[src/rtl/calc_pkg.sv]
// Shared types for the calculator button sequencer: FSM states and the legal opcode set.
package calc_pkg;

   typedef enum logic [1:0] {
      IDLE = 2'd0,
      HOLD = 2'd1,
      GAP  = 2'd2
   } state_t;

   // Opcode that produces each {btnl,btnc,btnr} code
   localparam logic [3:0] OP_B000 = 4'b0000;
   localparam logic [3:0] OP_B001 = 4'b0001;
   localparam logic [3:0] OP_B010 = 4'b0010;
   localparam logic [3:0] OP_B011 = 4'b0110;
   localparam logic [3:0] OP_B100 = 4'b0100;
   localparam logic [3:0] OP_B101 = 4'b1001;
   localparam logic [3:0] OP_B110 = 4'b1010;
   localparam logic [3:0] OP_B111 = 4'b0101;

   function automatic int max_int(input int a, input int b);
      return (a > b) ? a : b;
   endfunction

endpackage

[src/rtl/calc_btn_dec.sv]
// Combinational opcode -> {btnl,btnc,btnr} decode with a legal flag.
module calc_btn_dec
   import calc_pkg::*;
(
   input  logic [3:0] op,
   output logic [2:0] btn,
   output logic       legal
);

   always_comb begin
      btn   = 3'b000;
      legal = 1'b1;
      case (op)
         OP_B000: btn = 3'b000;
         OP_B001: btn = 3'b001;
         OP_B010: btn = 3'b010;
         OP_B011: btn = 3'b011;
         OP_B100: btn = 3'b100;
         OP_B101: btn = 3'b101;
         OP_B110: btn = 3'b110;
         OP_B111: btn = 3'b111;
         default: legal = 1'b0;
      endcase
   end

endmodule

[src/rtl/calc_btn_seq.sv]
// Button sequencer: holds decoded button levels for HOLD_CYCLES, then GAP_CYCLES low.
// Define CALC_SEQ_QUEUE_EN to add a one-entry opcode buffer accepted while busy.
//
// state | meaning
// IDLE  | waiting for an opcode, buttons low
// HOLD  | decoded buttons driven, counter runs down
// GAP   | buttons low between presses, counter runs down
module calc_btn_seq
   import calc_pkg::*;
#(
   parameter int HOLD_CYCLES = 4,
   parameter int GAP_CYCLES  = 2
) (
   input  logic       clk,
   input  logic       rst_n,
   input  logic [3:0] op_in,
   input  logic       op_valid,
   output logic       op_ready,
   output logic       btnl,
   output logic       btnc,
   output logic       btnr,
   output logic       busy,
   output logic       err
);

   localparam int CNT_MAX = max_int(HOLD_CYCLES, GAP_CYCLES);
   localparam int CNT_W   = $clog2(CNT_MAX + 1);
   localparam logic [CNT_W-1:0] HOLD_LOAD = CNT_W'(HOLD_CYCLES - 1);
   localparam logic [CNT_W-1:0] GAP_LOAD  = CNT_W'(GAP_CYCLES - 1);
   localparam logic [CNT_W-1:0] CNT_ONE   = CNT_W'(1);

   state_t           state_q, state_d;
   logic [CNT_W-1:0] cnt_q, cnt_d;
   logic [2:0]       btn_q, btn_d;
   logic             err_q, err_d;
   logic             ready_en_q;
   logic             xfer;
   logic [3:0]       dec_op;
   logic [2:0]       dec_btn;
   logic             dec_legal;

`ifdef CALC_SEQ_QUEUE_EN
   logic             q_valid_q, q_valid_d;
   logic [3:0]       q_op_q, q_op_d;

   assign op_ready = ready_en_q && ((state_q == IDLE) || !q_valid_q);
   // A buffered opcode takes priority; the buffer blocks new transfers while full
   assign dec_op   = q_valid_q ? q_op_q : op_in;
`else
   assign op_ready = ready_en_q && (state_q == IDLE);
   assign dec_op   = op_in;
`endif

   assign xfer = op_valid && op_ready;

   calc_btn_dec u_dec (
      .op    (dec_op),
      .btn   (dec_btn),
      .legal (dec_legal)
   );

   always_comb begin
      state_d = state_q;
      cnt_d   = cnt_q;
      btn_d   = btn_q;
      err_d   = 1'b0;
`ifdef CALC_SEQ_QUEUE_EN
      q_valid_d = q_valid_q;
      q_op_d    = q_op_q;
`endif
      case (state_q)
         IDLE: begin
            if (xfer) begin
               if (dec_legal) begin
                  state_d = HOLD;
                  cnt_d   = HOLD_LOAD;
                  btn_d   = dec_btn;
               end else begin
                  err_d = 1'b1;
               end
            end
         end
         HOLD: begin
            if (cnt_q == '0) begin
               state_d = GAP;
               cnt_d   = GAP_LOAD;
               btn_d   = 3'b000;
            end else begin
               cnt_d = cnt_q - CNT_ONE;
            end
         end
         GAP: begin
            if (cnt_q != '0) begin
               cnt_d = cnt_q - CNT_ONE;
            end else begin
               state_d = IDLE;
               cnt_d   = '0;
               btn_d   = 3'b000;
`ifdef CALC_SEQ_QUEUE_EN
               // Chain straight into the next press from the last gap cycle
               if (q_valid_q || xfer) begin
                  q_valid_d = 1'b0;
                  if (dec_legal) begin
                     state_d = HOLD;
                     cnt_d   = HOLD_LOAD;
                     btn_d   = dec_btn;
                  end else begin
                     err_d = 1'b1;
                  end
               end
`endif
            end
         end
         default: begin
            state_d = IDLE;
            cnt_d   = '0;
            btn_d   = 3'b000;
         end
      endcase
`ifdef CALC_SEQ_QUEUE_EN
      if (xfer && (state_q != IDLE) && !((state_q == GAP) && (cnt_q == '0))) begin
         q_valid_d = 1'b1;
         q_op_d    = op_in;
      end
`endif
   end

   always_ff @(posedge clk or negedge rst_n) begin
      if (!rst_n) begin
         state_q    <= IDLE;
         cnt_q      <= '0;
         btn_q      <= 3'b000;
         err_q      <= 1'b0;
         ready_en_q <= 1'b0;
      end else begin
         state_q    <= state_d;
         cnt_q      <= cnt_d;
         btn_q      <= btn_d;
         err_q      <= err_d;
         ready_en_q <= 1'b1;
      end
   end

`ifdef CALC_SEQ_QUEUE_EN
   always_ff @(posedge clk or negedge rst_n) begin
      if (!rst_n) begin
         q_valid_q <= 1'b0;
         q_op_q    <= 4'b0000;
      end else begin
         q_valid_q <= q_valid_d;
         q_op_q    <= q_op_d;
      end
   end
`endif

   assign {btnl, btnc, btnr} = btn_q;
   assign busy               = (state_q != IDLE);
   assign err                = err_q;

endmodule

[config.mk]
export PLATFORM = sky130hd
export DESIGN_NAME = calc_btn_seq
export DESIGN_NICKNAME = d
export VERILOG_FILES = /design/src/rtl/calc_pkg.sv /design/src/rtl/calc_btn_dec.sv /design/src/rtl/calc_btn_seq.sv
export SDC_FILE = /design/constraint.sdc
export NUM_CORES = 1
export LEC_CHECK = 0
export BUFFER_PORTS_ARGS = -buffer_cell sky130_fd_sc_hd__buf_4
export CAP_MARGIN = 30
export CORE_AREA = 4 4 41 43
export CTS_CLUSTER_SIZE = 40
export DETAILED_ROUTE_END_ITERATION = 10
export DIE_AREA = 0 0 45 47
export HOLD_SLACK_MARGIN = 0.1
export PLACE_DENSITY_LB_ADDON = 0.08
export SLEW_MARGIN = 20
export SYNTH_ARGS = -nofsm -noshare
export SYNTH_HDL_FRONTEND = slang
export SYNTH_SLANG_ARGS = --single-unit
[constraint.sdc]
create_clock -name clk -period 2.66 [get_ports clk]
set_input_delay 0.133 -clock clk [delete_from_list [all_inputs] [get_ports clk]]
set_output_delay 0.133 -clock clk [all_outputs]
set_load 0.03 [all_outputs]
==> results.txt <==
The number of port buffers is 12. The routed length per instance came out at 13.00 um. The path category of the worst min-delay check is primary input to register. The count of nets left with antenna violations after detail routing came out at 0. The antenna cell count came out at 0.

After synthesis, the largest family of logic cells by area is simple AND/OR/NAND/NOR gates. The area added between synthesis and finish came out at 25.06%. The pin count of the biggest net entering global routing is 11. Of the total power, registers draw 0.337. The length of routed wiring on met1 came out at 547 um. The run finished with clean final reports.

The share of layout cells above drive strength 1 is 0.2740. The floorplan has 13 rows. The sum of met3 wire segment lengths after detailed routing is 66 um. The global placement routability congestion is 0.8055. The final worst slack came out at 1.173 ns.

The number of clock buffers added by TritonCTS is 3. The number of H-tree levels is 1. The final critical-path required period is 1.487 ns. The worst setup path is launched from a register. The peak fanout along the critical path is 10.

STA classifies the critical path endpoint as a register. STA puts the critical path data required time at 2.82 ns. Setup repair after global routing left no endpoint under its margin.

The portion of the clock cycle consumed by the worst path in the final layout came out at 0.5588. TritonCTS built the clock tree. The register bit total from synthesis came out at 10. The clock-pin transition on the worst setup and hold timing paths came out at 0.07 ns. The net count after synthesis came out at 65. Walking the worst path, the cells encountered are nand4bb_1, a221o_1, a31o_1. After detailed routing, the total wire length is 1.144 mm. The die area is 2115 um2. The total count of max-transition violations in the final report is 0. The number of setup violations in the final report is 0. The placement-stage cell area is 653.1 um2. The count of nets after finishing is 81. The total grt overflow is 0. The post-detailed-placement half-perimeter wirelength is 840.2 um. In the final timing run, aggregate negative setup slack is 0 ns. The data arrival time at the worst-slack endpoint is 1.64 ns. Of the total synthesized cell area, the portion taken by XOR and XNOR cells is 0. The root buffer cell chosen for the clock tree is sky130_fd_sc_hd__clkbuf_4. The initial core utilization is 0.4298.

Following the worst setup path forward leads to its endpoint at btn_q[0]. The residual DRC count came out at 0. Of the total synthesized cell area, the portion taken by full adders, half adders and majority gates is 0.

Of the total power, the clock network draws 0.190. The switching power is 0.3011 mW. The I/O pin count came out at 13. The final route contains 491 vias. The die extent in x came out at 45 um. The number of max-cap violations came out at 0. The met2 wirelength from detailed routing came out at 526 um. The netlist uses 24 different library cells.

Synthesis handed over a netlist of 58 instances. The number of global-route vias before repair was 448. Routed signal wires occupy layers up through met4.

The critical path starts at state_q[1]. The slowest stage of the critical path belongs to the cell sky130_fd_sc_hd__dfrtp_1. The buffer levels on the longest clock path came out at 2. The share of the yosys chip area belonging to registers came out at 0.4474. The first detailed-routing pass took 4 iterations.

Dividing the synthesized area by the synthesized cell count gives 9.643 um2. The leakage dissipation is 0.3447 nW. The setup skew after layout is 0.001783 ns.

At the end of the flow the core is filled with cells to 0.5375. The startpoint identified for the worst register-to-register timing path is state_q[1]. The register-to-register path setup slack came out at 1.17 ns. The power per cell area is 1033 nW/um2. The first global-routing pass estimated 1.883 mm of wire.

The maximum clock frequency is 672.7 MHz. The delay of the slowest cell on the worst path is 0.45 ns. The internal portion of the total power is 0.4214 mW.

The part of the total power dissipated in combinational logic came out at 0.472. The area of the placeable core is 1301 um2. The ratio of routed vias to standard cells is 5.580. After synthesis, the share of cell area in mux cells is 0.01790. The worst IR drop on VDD came out at 456.2 uV. The clock insertion delay at the later pin of the skew report came out at 0.26 ns.

The post-synth design cell area is 559.3 um2. The fraction of the mapped netlist area in compound gates came out at 0.2394. The number of warning messages in the yosys log came out at 0. The worst slack at placement is 1.176 ns. The die is 47 um tall.

Of the total synthesized cell area, the portion taken by AND, OR, NAND and NOR gates is 0.2483. The depth of the worst register-to-register path came out at 3. The aggregate global-route resource usage is 0.1262. The initial antenna violation count is 0.

The switching share of power came out at 0.4168. The total clock sinks is 10. The number of violations reported at the end of detailed-routing iteration 0 is 9. After filler insertion, the fill cell instance count of the layout stands at 126.

In this run the critical register-to-register path is captured at btn_q[0]. The area of all placed cells without fillers is 699.4 um2. The number of hold-slack violations in the final timing report came out at 0. The setup path with the least slack is of type register to register.
[metal layers]
layer,GRT usage,up-vias
li1,-,236
met1,0.1526,240
met2,0.1949,13
met3,0.04598,2
met4,0.07018,0
met5,0,-
[worst max-delay path: cells and delay by family, from the launching register on]
kind            cells  cell delay, ns
compound gates      2            0.68
flops               1            0.45
simple gates        1            0.24
[cells by family after synthesis]
kind of cell,after synthesis
compound gates,20
buf+inv,4
flops,10
mux,1
other cells,1
simple gates,22
[metrics by stage]
stage | cells | hold WS, ns | total power, mW
final | 88 | 0.1693 | 0.7224
after global routing | 88 | 0.1716 | 0.7825
after CTS | 88 | 0.1710 | 0.7284
after detailed placement | 83 | -0.03181 | 0.5892
after global placement | 83 | -0.03217 | 0.5888
after floorplan | 58 | -0.1626 | 0.4851
[flip-flops by register name, summed over array words and instances (netlist names)]
signal,flops
btn_q,3
ready_en_q,1
state_q,2
err,1
cnt_q,3
[area by class of cell]
cell class                      count  area (um2)  share of cell area
Multi-Input combinational cell     44       286.5              0.4097
Tap cell                           15       18.77             0.02683
Timing Repair Buffer               13       100.1              0.1431
Sequential cell                    10       250.2              0.3578
Inverter                            2       7.507             0.01073
Clock buffer                        4       36.28             0.05188
[placed cells by master (no fill, tap or decap), types with 3 or more instances in the layout]
cell / count
sky130_fd_sc_hd__o21ai_0: 4
sky130_fd_sc_hd__dfrtp_1: 10
sky130_fd_sc_hd__a21oi_1: 5
sky130_fd_sc_hd__a31o_1: 3
sky130_fd_sc_hd__nor2_1: 5
sky130_fd_sc_hd__nor2b_1: 4
sky130_fd_sc_hd__clkbuf_4: 3
sky130_fd_sc_hd__a22oi_1: 3
sky130_fd_sc_hd__buf_4: 12
sky130_fd_sc_hd__nor3_2: 3
[synthesized netlist by cell type, drive strengths merged]
cell type	count	area [um2]
dfrtp	10	250.2
a21oi	5	25.02
nor2	5	18.77
nor2b	4	25.02
o21ai	4	20.02
a22oi	3	22.52
a31o	3	26.28
nor3	3	30.03
a21o	2	15.01
inv	2	7.510
nand2	2	7.510
nand3	2	10.01
o21bai	2	15.01
a221o	1	10.01
and3b	1	8.760
buf	1	11.26
clkbuf	1	3.750
conb	1	3.750
mux2i	1	10.01
nand2b	1	6.260
nand3b	1	7.510
nand4bb	1	11.26
or2	1	6.260
or2b	1	7.510
[power groups by stage]
stage               logic (mW)  registers (mW)  clock network, mW
global route             0.378           0.251              0.154
CTS                      0.346           0.243              0.140
global placement         0.346           0.243                  0
finish                   0.341           0.244              0.137
floorplan                0.205           0.280                  0
detailed placement       0.344           0.246                  0
[worst min path at each step]
stage / start / endpoint / cells past startpoint
after global routing: op_valid / err / 3
after detailed placement: rst_n / ready_en_q / 1
after CTS: op_valid / err / 3
final: op_valid / err / 3
after global placement: rst_n / ready_en_q / 1
after floorplan: rst_n / btn_q[0] / 0
[repair_timing]
action | CTS | global route
gates resized for setup | 0 | 0
setup buffers | 0 | 0
endpoints found under the hold margin | 10 | 0
hold buffers | 1 | 0
(Power assumes the default switching activity.)
